[config.mk]
export PLATFORM = sky130hd
export DESIGN_NAME = muldiv_unit
export DESIGN_NICKNAME = d
export VERILOG_FILES = /design/src/rtl/muldiv_pkg.sv /design/src/rtl/muldiv_div_core.sv /design/src/rtl/muldiv_unit.sv
export SDC_FILE = /design/constraint.sdc
export NUM_CORES = 2
export LEC_CHECK = 0
export CAP_MARGIN = 0
export CELL_PAD_IN_SITES_DETAIL_PLACEMENT = 1
export CELL_PAD_IN_SITES_GLOBAL_PLACEMENT = 2
export CORE_MARGIN = 4
export CORE_UTILIZATION = 38
export CTS_CLUSTER_DIAMETER = 200
export CTS_CLUSTER_SIZE = 8
export DETAILED_ROUTE_END_ITERATION = 16
export PLACE_DENSITY = 0.88
export SETUP_SLACK_MARGIN = 0.1
export SYNTH_ARGS = -nofsm -noshare
export SYNTH_HDL_FRONTEND = slang
export SYNTH_SLANG_ARGS = --single-unit
[constraint.sdc]
create_clock -name clk -period 11.3 [get_ports clk]
set_input_delay 3.39 -clock clk [delete_from_list [all_inputs] [get_ports clk]]
set_output_delay 3.39 -clock clk [all_outputs]
set_load 0.05 [all_outputs]
[src/rtl/muldiv_pkg.sv]
// muldiv_pkg: shared encodings for the M-extension unit.
// Holds op codes (funct3), FSM states and the counter-width helper.
package muldiv_pkg;

  localparam logic [2:0] OP_MUL    = 3'd0;
  localparam logic [2:0] OP_MULH   = 3'd1;
  localparam logic [2:0] OP_MULHSU = 3'd2;
  localparam logic [2:0] OP_MULHU  = 3'd3;
  localparam logic [2:0] OP_DIV    = 3'd4;
  localparam logic [2:0] OP_DIVU   = 3'd5;
  localparam logic [2:0] OP_REM    = 3'd6;
  localparam logic [2:0] OP_REMU   = 3'd7;

  typedef enum logic [1:0] {
    ST_IDLE = 2'd0,
    ST_MUL  = 2'd1,
    ST_DIV  = 2'd2,
    ST_DONE = 2'd3
  } state_t;

  function automatic int xlen_log2(input int xlen);
    return (xlen <= 2) ? 1 : $clog2(xlen);
  endfunction

endpackage

[src/rtl/muldiv_div_core.sv]
// muldiv_div_core: iterative radix-2 restoring unsigned divider.
// Ports: clk, rst, i_start, i_abort, i_dividend, i_divisor -> o_done, o_quo, o_rem.
module muldiv_div_core
  import muldiv_pkg::*;
#(
  parameter int XLEN = 32
) (
  input  logic            clk,
  input  logic            rst,
  input  logic            i_start,
  input  logic            i_abort,
  input  logic [XLEN-1:0] i_dividend,
  input  logic [XLEN-1:0] i_divisor,
  output logic            o_done,
  output logic [XLEN-1:0] o_quo,
  output logic [XLEN-1:0] o_rem
);

  localparam int CW = xlen_log2(XLEN);

  logic            r_busy;
  logic            r_done;
  logic [CW-1:0]   r_cnt;
  logic [XLEN-1:0] r_quo;
  logic [XLEN-1:0] r_rem;
  logic [XLEN-1:0] r_div;
  logic [XLEN:0]   w_shift;
  logic [XLEN:0]   w_diff;

  // Partial remainder shifted left with the next dividend bit;
  // a borrow (MSB set) means the trial subtraction is rejected.
  assign w_shift = {r_rem, r_quo[XLEN-1]};
  assign w_diff  = w_shift - {1'b0, r_div};

  always_ff @(posedge clk or posedge rst) begin
    if (rst) begin
      r_busy <= 1'b0;
      r_done <= 1'b0;
      r_cnt  <= '0;
      r_quo  <= '0;
      r_rem  <= '0;
      r_div  <= '0;
    end else if (i_abort) begin
      r_busy <= 1'b0;
      r_done <= 1'b0;
      r_cnt  <= '0;
    end else if (i_start) begin
      r_busy <= 1'b1;
      r_done <= 1'b0;
      r_cnt  <= '0;
      r_quo  <= i_dividend;
      r_rem  <= '0;
      r_div  <= i_divisor;
    end else if (r_busy) begin
      if (w_diff[XLEN]) r_rem <= w_shift[XLEN-1:0];
      else              r_rem <= w_diff[XLEN-1:0];
      r_quo <= {r_quo[XLEN-2:0], ~w_diff[XLEN]};
      r_cnt <= r_cnt + 1'b1;
      if (r_cnt == CW'(XLEN-1)) begin
        r_busy <= 1'b0;
        r_done <= 1'b1;
      end
    end
  end

  assign o_done = r_done;
  assign o_quo  = r_quo;
  assign o_rem  = r_rem;

endmodule

[src/rtl/muldiv_unit.sv]
// muldiv_unit: RV M-extension unit, pipelined multiply + iterative divide.
// Ports: in_* request handshake, out_* result handshake, flush, busy.
module muldiv_unit
  import muldiv_pkg::*;
#(
  parameter int XLEN       = 32,
  parameter int MUL_STAGES = 2,
  parameter int TAG_W      = 5
) (
  input  logic             clk,
  input  logic             rst,
  input  logic             in_valid,
  output logic             in_ready,
  input  logic [2:0]       in_op,
  input  logic [XLEN-1:0]  in_a,
  input  logic [XLEN-1:0]  in_b,
  input  logic [TAG_W-1:0] in_tag,
  input  logic             flush,
  output logic             out_valid,
  input  logic             out_ready,
  output logic [XLEN-1:0]  out_data,
  output logic [TAG_W-1:0] out_tag,
  output logic             busy
);

  localparam int CW = xlen_log2(XLEN);
  localparam int PW = 2 * XLEN;
  localparam logic [XLEN-1:0] MIN_NEG = {1'b1, {(XLEN-1){1'b0}}};

  state_t r_state, w_next;

  logic             w_accept, w_is_div, w_sdiv, w_fast;
  logic             w_b_zero, w_ovf, w_a_neg, w_b_neg;
  logic             w_a_sx, w_b_sx, w_mul_last, w_div_done;
  logic [XLEN-1:0]  w_abs_a, w_abs_b, w_fast_res;
  logic [XLEN-1:0]  w_mul_res, w_div_res, w_quo, w_rem;
  logic [PW-1:0]    w_a_ext, w_b_ext, w_prod;
  logic [PW-1:0]    r_pipe [MUL_STAGES];
  logic [2:0]       r_op;
  logic [TAG_W-1:0] r_tag, r_out_tag;
  logic [XLEN-1:0]  r_out_data;
  logic             r_neg_q, r_neg_r;
  logic [CW-1:0]    r_cnt;

  assign w_accept = in_valid && (r_state == ST_IDLE) && !flush;
  assign w_is_div = in_op[2];
  assign w_sdiv   = in_op[2] & ~in_op[0];
  assign w_a_neg  = w_sdiv & in_a[XLEN-1];
  assign w_b_neg  = w_sdiv & in_b[XLEN-1];
  assign w_abs_a  = w_a_neg ? -in_a : in_a;
  assign w_abs_b  = w_b_neg ? -in_b : in_b;
  assign w_b_zero = (in_b == '0);
  assign w_ovf    = w_sdiv && (in_a == MIN_NEG) && (in_b == '1);
  assign w_fast   = w_b_zero | w_ovf;

  // op[1] selects remainder (REM/REMU) over quotient (DIV/DIVU).
  always_comb begin
    w_fast_res = '0;
    if (w_b_zero) w_fast_res = in_op[1] ? in_a : '1;
    else          w_fast_res = in_op[1] ? '0 : in_a;
  end

  // Sign-extending to the full product width keeps the low
  // 2*XLEN bits exact for every signed/unsigned mix.
  assign w_a_sx  = (in_op == OP_MULH) || (in_op == OP_MULHSU);
  assign w_b_sx  = (in_op == OP_MULH);
  assign w_a_ext = {{XLEN{w_a_sx & in_a[XLEN-1]}}, in_a};
  assign w_b_ext = {{XLEN{w_b_sx & in_b[XLEN-1]}}, in_b};
  assign w_prod  = w_a_ext * w_b_ext;

  assign w_mul_res = (r_op == OP_MUL) ? r_pipe[MUL_STAGES-1][XLEN-1:0]
                                      : r_pipe[MUL_STAGES-1][PW-1:XLEN];
  assign w_div_res = r_op[1] ? (r_neg_r ? -w_rem : w_rem)
                             : (r_neg_q ? -w_quo : w_quo);
  assign w_mul_last = (r_cnt == CW'(MUL_STAGES-1));

  muldiv_div_core #(.XLEN(XLEN)) u_div (
    .clk       (clk),
    .rst       (rst),
    .i_start   (w_accept & w_is_div & ~w_fast),
    .i_abort   (flush),
    .i_dividend(w_abs_a),
    .i_divisor (w_abs_b),
    .o_done    (w_div_done),
    .o_quo     (w_quo),
    .o_rem     (w_rem)
  );

  always_ff @(posedge clk or posedge rst) begin
    if (rst) r_state <= ST_IDLE;
    else     r_state <= w_next;
  end

  always_comb begin
    w_next = r_state;
    unique case (r_state)
      ST_IDLE:
        if (w_accept)
          w_next = !w_is_div ? ST_MUL : (w_fast ? ST_DONE : ST_DIV);
      ST_MUL:
        if (flush)           w_next = ST_IDLE;
        else if (w_mul_last) w_next = ST_DONE;
      ST_DIV:
        if (flush)           w_next = ST_IDLE;
        else if (w_div_done) w_next = ST_DONE;
      ST_DONE:
        if (flush || out_ready) w_next = ST_IDLE;
      default: w_next = ST_IDLE;
    endcase
  end

  always_comb begin
    in_ready  = 1'b0;
    out_valid = 1'b0;
    busy      = 1'b1;
    unique case (r_state)
      ST_IDLE: begin
        in_ready = 1'b1;
        busy     = 1'b0;
      end
      ST_DONE: out_valid = 1'b1;
      default: ;
    endcase
  end

  assign out_data = r_out_data;
  assign out_tag  = r_out_tag;

  always_ff @(posedge clk or posedge rst) begin
    if (rst) begin
      for (int i = 0; i < MUL_STAGES; i++) r_pipe[i] <= '0;
    end else begin
      if (w_accept && !w_is_div) r_pipe[0] <= w_prod;
      for (int i = 1; i < MUL_STAGES; i++) r_pipe[i] <= r_pipe[i-1];
    end
  end

  always_ff @(posedge clk or posedge rst) begin
    if (rst) begin
      r_op       <= '0;
      r_tag      <= '0;
      r_out_tag  <= '0;
      r_out_data <= '0;
      r_neg_q    <= 1'b0;
      r_neg_r    <= 1'b0;
      r_cnt      <= '0;
    end else begin
      if (w_accept) begin
        r_op    <= in_op;
        r_tag   <= in_tag;
        r_cnt   <= '0;
        r_neg_q <= w_a_neg ^ w_b_neg;
        r_neg_r <= w_a_neg;
        if (w_is_div && w_fast) begin
          r_out_data <= w_fast_res;
          r_out_tag  <= in_tag;
        end
      end
      if (r_state == ST_MUL) begin
        r_cnt <= r_cnt + 1'b1;
        if (w_mul_last && !flush) begin
          r_out_data <= w_mul_res;
          r_out_tag  <= r_tag;
        end
      end
      if (r_state == ST_DIV && w_div_done && !flush) begin
        r_out_data <= w_div_res;
        r_out_tag  <= r_tag;
      end
    end
  end

endmodule

======== Word-level counts from Yosys, hierarchy flattened ========
Cells that the tools add are included.
cells by class
  add/sub/neg operators ................... 7
  $mul .................................... 1
  equal/unequal tests ..................... 13
  mux-type cells .......................... 49
  bitwise logic cells ..................... 13
  reduce and logical (&&, ||, !) cells .... 24
operator list
  kind                    number
  $mux W32                19
  $neg A32 Y32            4
  $eq A32 B32 Y1 const B  2
  $mul A33 B33 Y64        1
  $mux W5                 10
  $sub A33 B32 Y33        1
  $logic_not A32 Y1       1
  $mux W2                 7
  $mux W1                 12
  $add A5 B1 Y5 const B   2
  $logic_and A1 B1 Y1     9
  $pmux W2 S4             1
  $and A1 B1 Y1           7
  $reduce_and A2 Y1       3
  $reduce_bool A3 Y1      2
  $eq A5 B1 Y1 const B    1
  $eq A5 B5 Y1 const B    1
  $eq A2 B2 Y1 const B    2
  $ne A2 B2 Y1 const B    2
  $not A1 Y1              4
  $reduce_and A4 Y1       1
  $reduce_bool A2 Y1      2
  $eq A3 B1 Y1 const B    1
  $eq A3 B2 Y1 const B    1
  other kinds (9)         11
storage, ports and cells
  register bits after elaboration ......... 285
  bits of input ports ..................... 77
  word-level logic and storage cells ...... 123

======== Longest topological paths before layout ========
  word-level depth ........................ 11
  mapped depth ............................ 34

======== Hierarchy ========
Synthesis repeated with hierarchy kept, for this count alone.
unflattened totals
  cell total of the unflattened synthesis .. 6120
  area, all modules ....................... 54265.8 sq um
by module, submodules not included
  module           instances  cells an instance  area each (sq um)
  muldiv_unit      1          5427               48103.6
  muldiv_div_core  1          693                6162.2

======== Least setup slack after synthesis ========
Ideal clock, no wire load.
  path kind ............................... input to register
  from .................................... input port in_op[1]
  to ...................................... register r_pipe[124] (netlist name)
  library setup time ...................... 95 ps
  data arrival time ....................... 11949 ps
  required time ........................... 11205 ps
  setup slack ............................. -744 ps
  cell stages on the path ................. 30
  path through ............................ clkbuf_1 -> nand2b_1 -> a21oi_1 -> and2_1 -> clkbuf_1 -> clkbuf_1 -> nand2_1 -> fa_1 -> fa_1 -> inv_1 -> fa_1 -> inv_1 -> fa_1 -> inv_1 -> fa_1 -> fa_1 -> fa_1 -> inv_1 -> fa_1 -> inv_1 -> ha_1 -> a21o_1 -> a31o_2 -> o21bai_1 -> a2111oi_0 -> nor2_1 -> a41oi_1 -> a21boi_0 -> o21a_1 -> o31ai_1
on the way
  word-level cells in the longest chain between the ends .. 4
ends and longest elaborated chain
  element                                       RTL line                              RTL
  start: declaration                            muldiv_unit.sv:14                     input logic [2:0] in_op,
  $eq A3 B1 Y1 or $eq A3 B2 Y1 (tied branches)  muldiv_unit.sv:65, muldiv_unit.sv:66
  $logic_or A1 B1 Y1                            muldiv_unit.sv:65                     assign w_a_sx = (in_op == OP_MULH) || (in_op == OP_MULHSU);
  $and A1 B1 Y1                                 muldiv_unit.sv:67                     assign w_a_ext = {{XLEN{w_a_sx & in_a[XLEN-1]}}, in_a};
  $mul A33 B33 Y64 *                            muldiv_unit.sv:69                     assign w_prod = w_a_ext * w_b_ext;
  end: declaration                              muldiv_unit.sv:38                     logic [PW-1:0] r_pipe [MUL_STAGES];
Mark *: on every way between the ends. The rest lies on a longest branch, timed or not.
A chain may end at the register's enable or synchronous reset.

======== Final worst setup path ========
  from .................................... input port in_b[1]
  to ...................................... register r_pipe[106] (netlist name)
on the way
  word-level cells in the longest chain between the ends .. 1
ends and longest elaborated chain
  element             RTL line           RTL
  start: declaration  muldiv_unit.sv:16  input logic [XLEN-1:0] in_b,
  $mul A33 B33 Y64    muldiv_unit.sv:69
Every way passes these cells.

==> metrics <==
dominant cell type by count on the critical path=fa_1; H-tree depth=2; global placer's final weighted congestion=0.930; number of different library cells in the post-synthesis netlist=76; total die area=0.150 mm²; cell with the most instances after synthesis=inv_1; async set-or-reset flop fraction in the synthesized netlist=1.00; I/O Buffers=between 100 and 150; relative slew slack=0.144; setup repair after global routing missed its margin=true; via count normalized by instance count=roughly 5.3; final worst path period share=0.967; clock latency at the later pin of the worst-skew pair=560 ps; Final setup violation count=0; top post-synthesis cells by count=inv_1, nand2_1, fa_1, and2_1, dfrtp_1; gate family responsible for the most delay along the worst path=adder cells; Detailed Routing Iterations Pass 1=5; slowest stage delay, CP=between 600 and 700 ps; buffers from clock root to sink, at most=3; sort of element at the end of the critical path=register; share of post-route cells with drive strength above 1=0.0939; kind of critical path=in -> reg; library cell used as clock root buffer=clkbuf_16; core area=0.142 mm²; DRC violation total after the first TritonRoute iteration=2814; total number of vias=44100; Clock Sinks=~290; clock tree from TritonCTS=yes; DP Cell Count=roughly 8000; cell types with the largest area share after synthesis=fa_1, dfrtp_1, inv_1, nand2_1, ha_1; synthesized area per cell=a little under 9 µm²; Total Nets Final=a little under 8000; Boundary Pins=approximately 120; count of max-cap constraint violations=0; Slowest-stage cell, CP=clkdlybuf4s50_1; share of the synthesized area in the top cell type=0.412; Initial Util=0.384; Req. time, crit path=~12000 ps; Seq/Total Area, Yosys=0.130; Post-Synthesis Net Count=between 7000 and 8000; Num CTS Buffers=41; antenna violations before repair=20; sequential cell area=roughly 0.0071 mm²; pin count of the biggest net entering global routing=173; Final HPWL DP=161 mm; maximum achievable frequency=between 90 and 100 MHz; cell area after synthesis=around 0.055 mm²; average routed wire per standard cell=between 20 and 25 µm; horizontal die dimension=387 µm; flops & latches, synth=between 200 and 300; post-synthesis cell count=between 6000 and 7000; post-detailed-routing wire length=~190 mm; via count of the first global-routing pass=49900; grt ovf=0; outcome=completed; count of flip-flops with a built-in enable after synthesis=0; Die Y-Extent=between 300 and 400 µm; setup skew after layout=11.6 ps; global routing usage summed across all routing layers=0.258; remaining design rule violation count=0; number of synthesis warnings=0; global-route wire length before repair=between 200 and 300 mm; sort of element at the start of the critical path=primary input; area added between synthesis and finish=11.8%; Main synth FF type=dfrtp_1; final instance count without filler cells=8278; number of cell rows=about 140; number of filler cells placed in the layout=~17000; transition time at the pin with the least slew margin=between 1000 and 1500 ps; crit path max fanout=6; combined buffer and inverter count along the critical path=7; Clock transition at path regs=approximately 50 ps; number of hold violations in the final report=0; number of routed nets with antenna violations=0; Min Clock Period, post-route=10930 ps; area of the multi-input gates=slightly above 0.04 mm²; worst endpoint data arrival time=approximately 11000 ps; Hold Path Class=reg -> reg; final-report max-slew violation count=0; cell type with the largest total area after synthesis=fa_1
placed cells by master (no fill, tap or decap), types with 7 or more instances in the layout:
cell,synthesis,final
inv_1,1244,1239
nand2_1,1137,1136
fa_1,1126,1122
buf_4,5,381
and2_1,310,309
dfrtp_1,285,284
ha_1,257,257
o21ai_0,227,219
nor2_1,206,204
a21oi_1,196,192
xnor2_1,125,124
xor2_1,95,95
clkdlybuf4s50_1,0,62
buf_2,23,53
mux2i_1,44,44
a211oi_1,43,43
o21ai_1,36,43
clkbuf_16,0,41
o31ai_1,33,33
a21o_1,32,32
nand3_1,30,30
a211oi_2,30,30
buf_12,0,29
nand4_1,28,28
a311o_1,28,28
and3_1,29,27
nor3_1,27,26
o21bai_1,19,19
o41ai_1,20,19
or4_1,18,18
o211ai_1,15,15
a31oi_1,15,15
nand2b_1,14,13
o21a_1,12,12
nor2b_1,11,11
or3_1,11,11
nor4_1,11,10
or2_2,9,9
diode_2,0,8
nand3b_1,7,7
sequential cells by signal, summed over array words and instances, names as in the netlist:
name,count
u_div.r_cnt,5
r_state,2
u_div.o_rem,32
u_div.o_done,1
r_pipe,128
r_neg_q,1
u_div.r_busy,1
r_cnt,5
r_tag,5
r_neg_r,1
out_data,32
u_div.r_div,32
u_div.o_quo,32
r_op,3
out_tag,5
metal layers:
layer	global-route usage	vias to the layer above	wire length, µm
met5	0	-	23
met4	0.121	4	11000
met3	0.0397	402	12300
met2	0.436	1371	93300
met1	0.326	23300	76900
li1	-	19000	-
path summary, 6_finish.rpt:
check / startpoint / endpoint / slack (ps) / depth (start not counted)
hold reg to reg: r_pipe[67] / r_pipe[3] / 370 / 0
setup reg to reg: u_div.o_quo[31] / u_div.o_rem[20] / 6620 / 15
setup / recovery: in_b[1] / r_pipe[106] / 370 / 27
max in group asynchronous: rst / r_pipe[43] / 6370 / 4
hold / removal: r_pipe[67] / r_pipe[3] / 370 / 0
min in group asynchronous: rst / u_div.o_rem[5] / 3410 / 3
final cells by class:
cell class | count | area share
inverters | 1245 | 0.0765
flip-flops and latches | 285 | 0.117
repair buffers | 528 | 0.0713
well taps | 1890 | 0.0387
clock inverters | 4 | 0.00117
clock buffers | 42 | 0.0168
diodes | 8 | 0.000327
multi-input cells | 4276 | 0.679
per-stage QoR:
| stage | util | cell area, µm² | TNS (ps) | hold slack, ps | setup WS [ps] |
|---|---|---|---|---|---|
| 2_1_floorplan | - | 54700 | 0 | 354 | 72.9 |
| 3_3_place_gp | 0.421 | 59900 | -4740 | 358 | -409 |
| 3_5_place_dp | 0.421 | 59900 | -10160 | 362 | -727 |
| 4_1_cts | 0.429 | 61000 | 0 | 372 | 84.2 |
| 5_1_grt | 0.430 | 61100 | 0 | 385 | 80.1 |
| 6_report | 0.430 | 61200 | 0 | 372 | 375 |
cells by family after synthesis:
logic type               after synthesis  synth area share
AO/OA/AOI/OAI                        752            0.0876
XOR/XNOR                             220            0.0352
adder cells (fa/ha/maj)             1383             0.471
buffers and inverters               1633             0.114
flip-flops                           285             0.130
multiplexers                          48           0.00888
AND/OR/NAND/NOR                     1873             0.153
repair_timing:
item,CTS,global route
endpoints found under the setup margin,10,22
cloned,0,0
buffers inserted,0,2
hold buffers,0,0
pin swaps,0,9
resized for setup,6,27
Power is not shown: default switching activity piles up to over one toggle a cycle in this logic, so the estimate is an artifact.
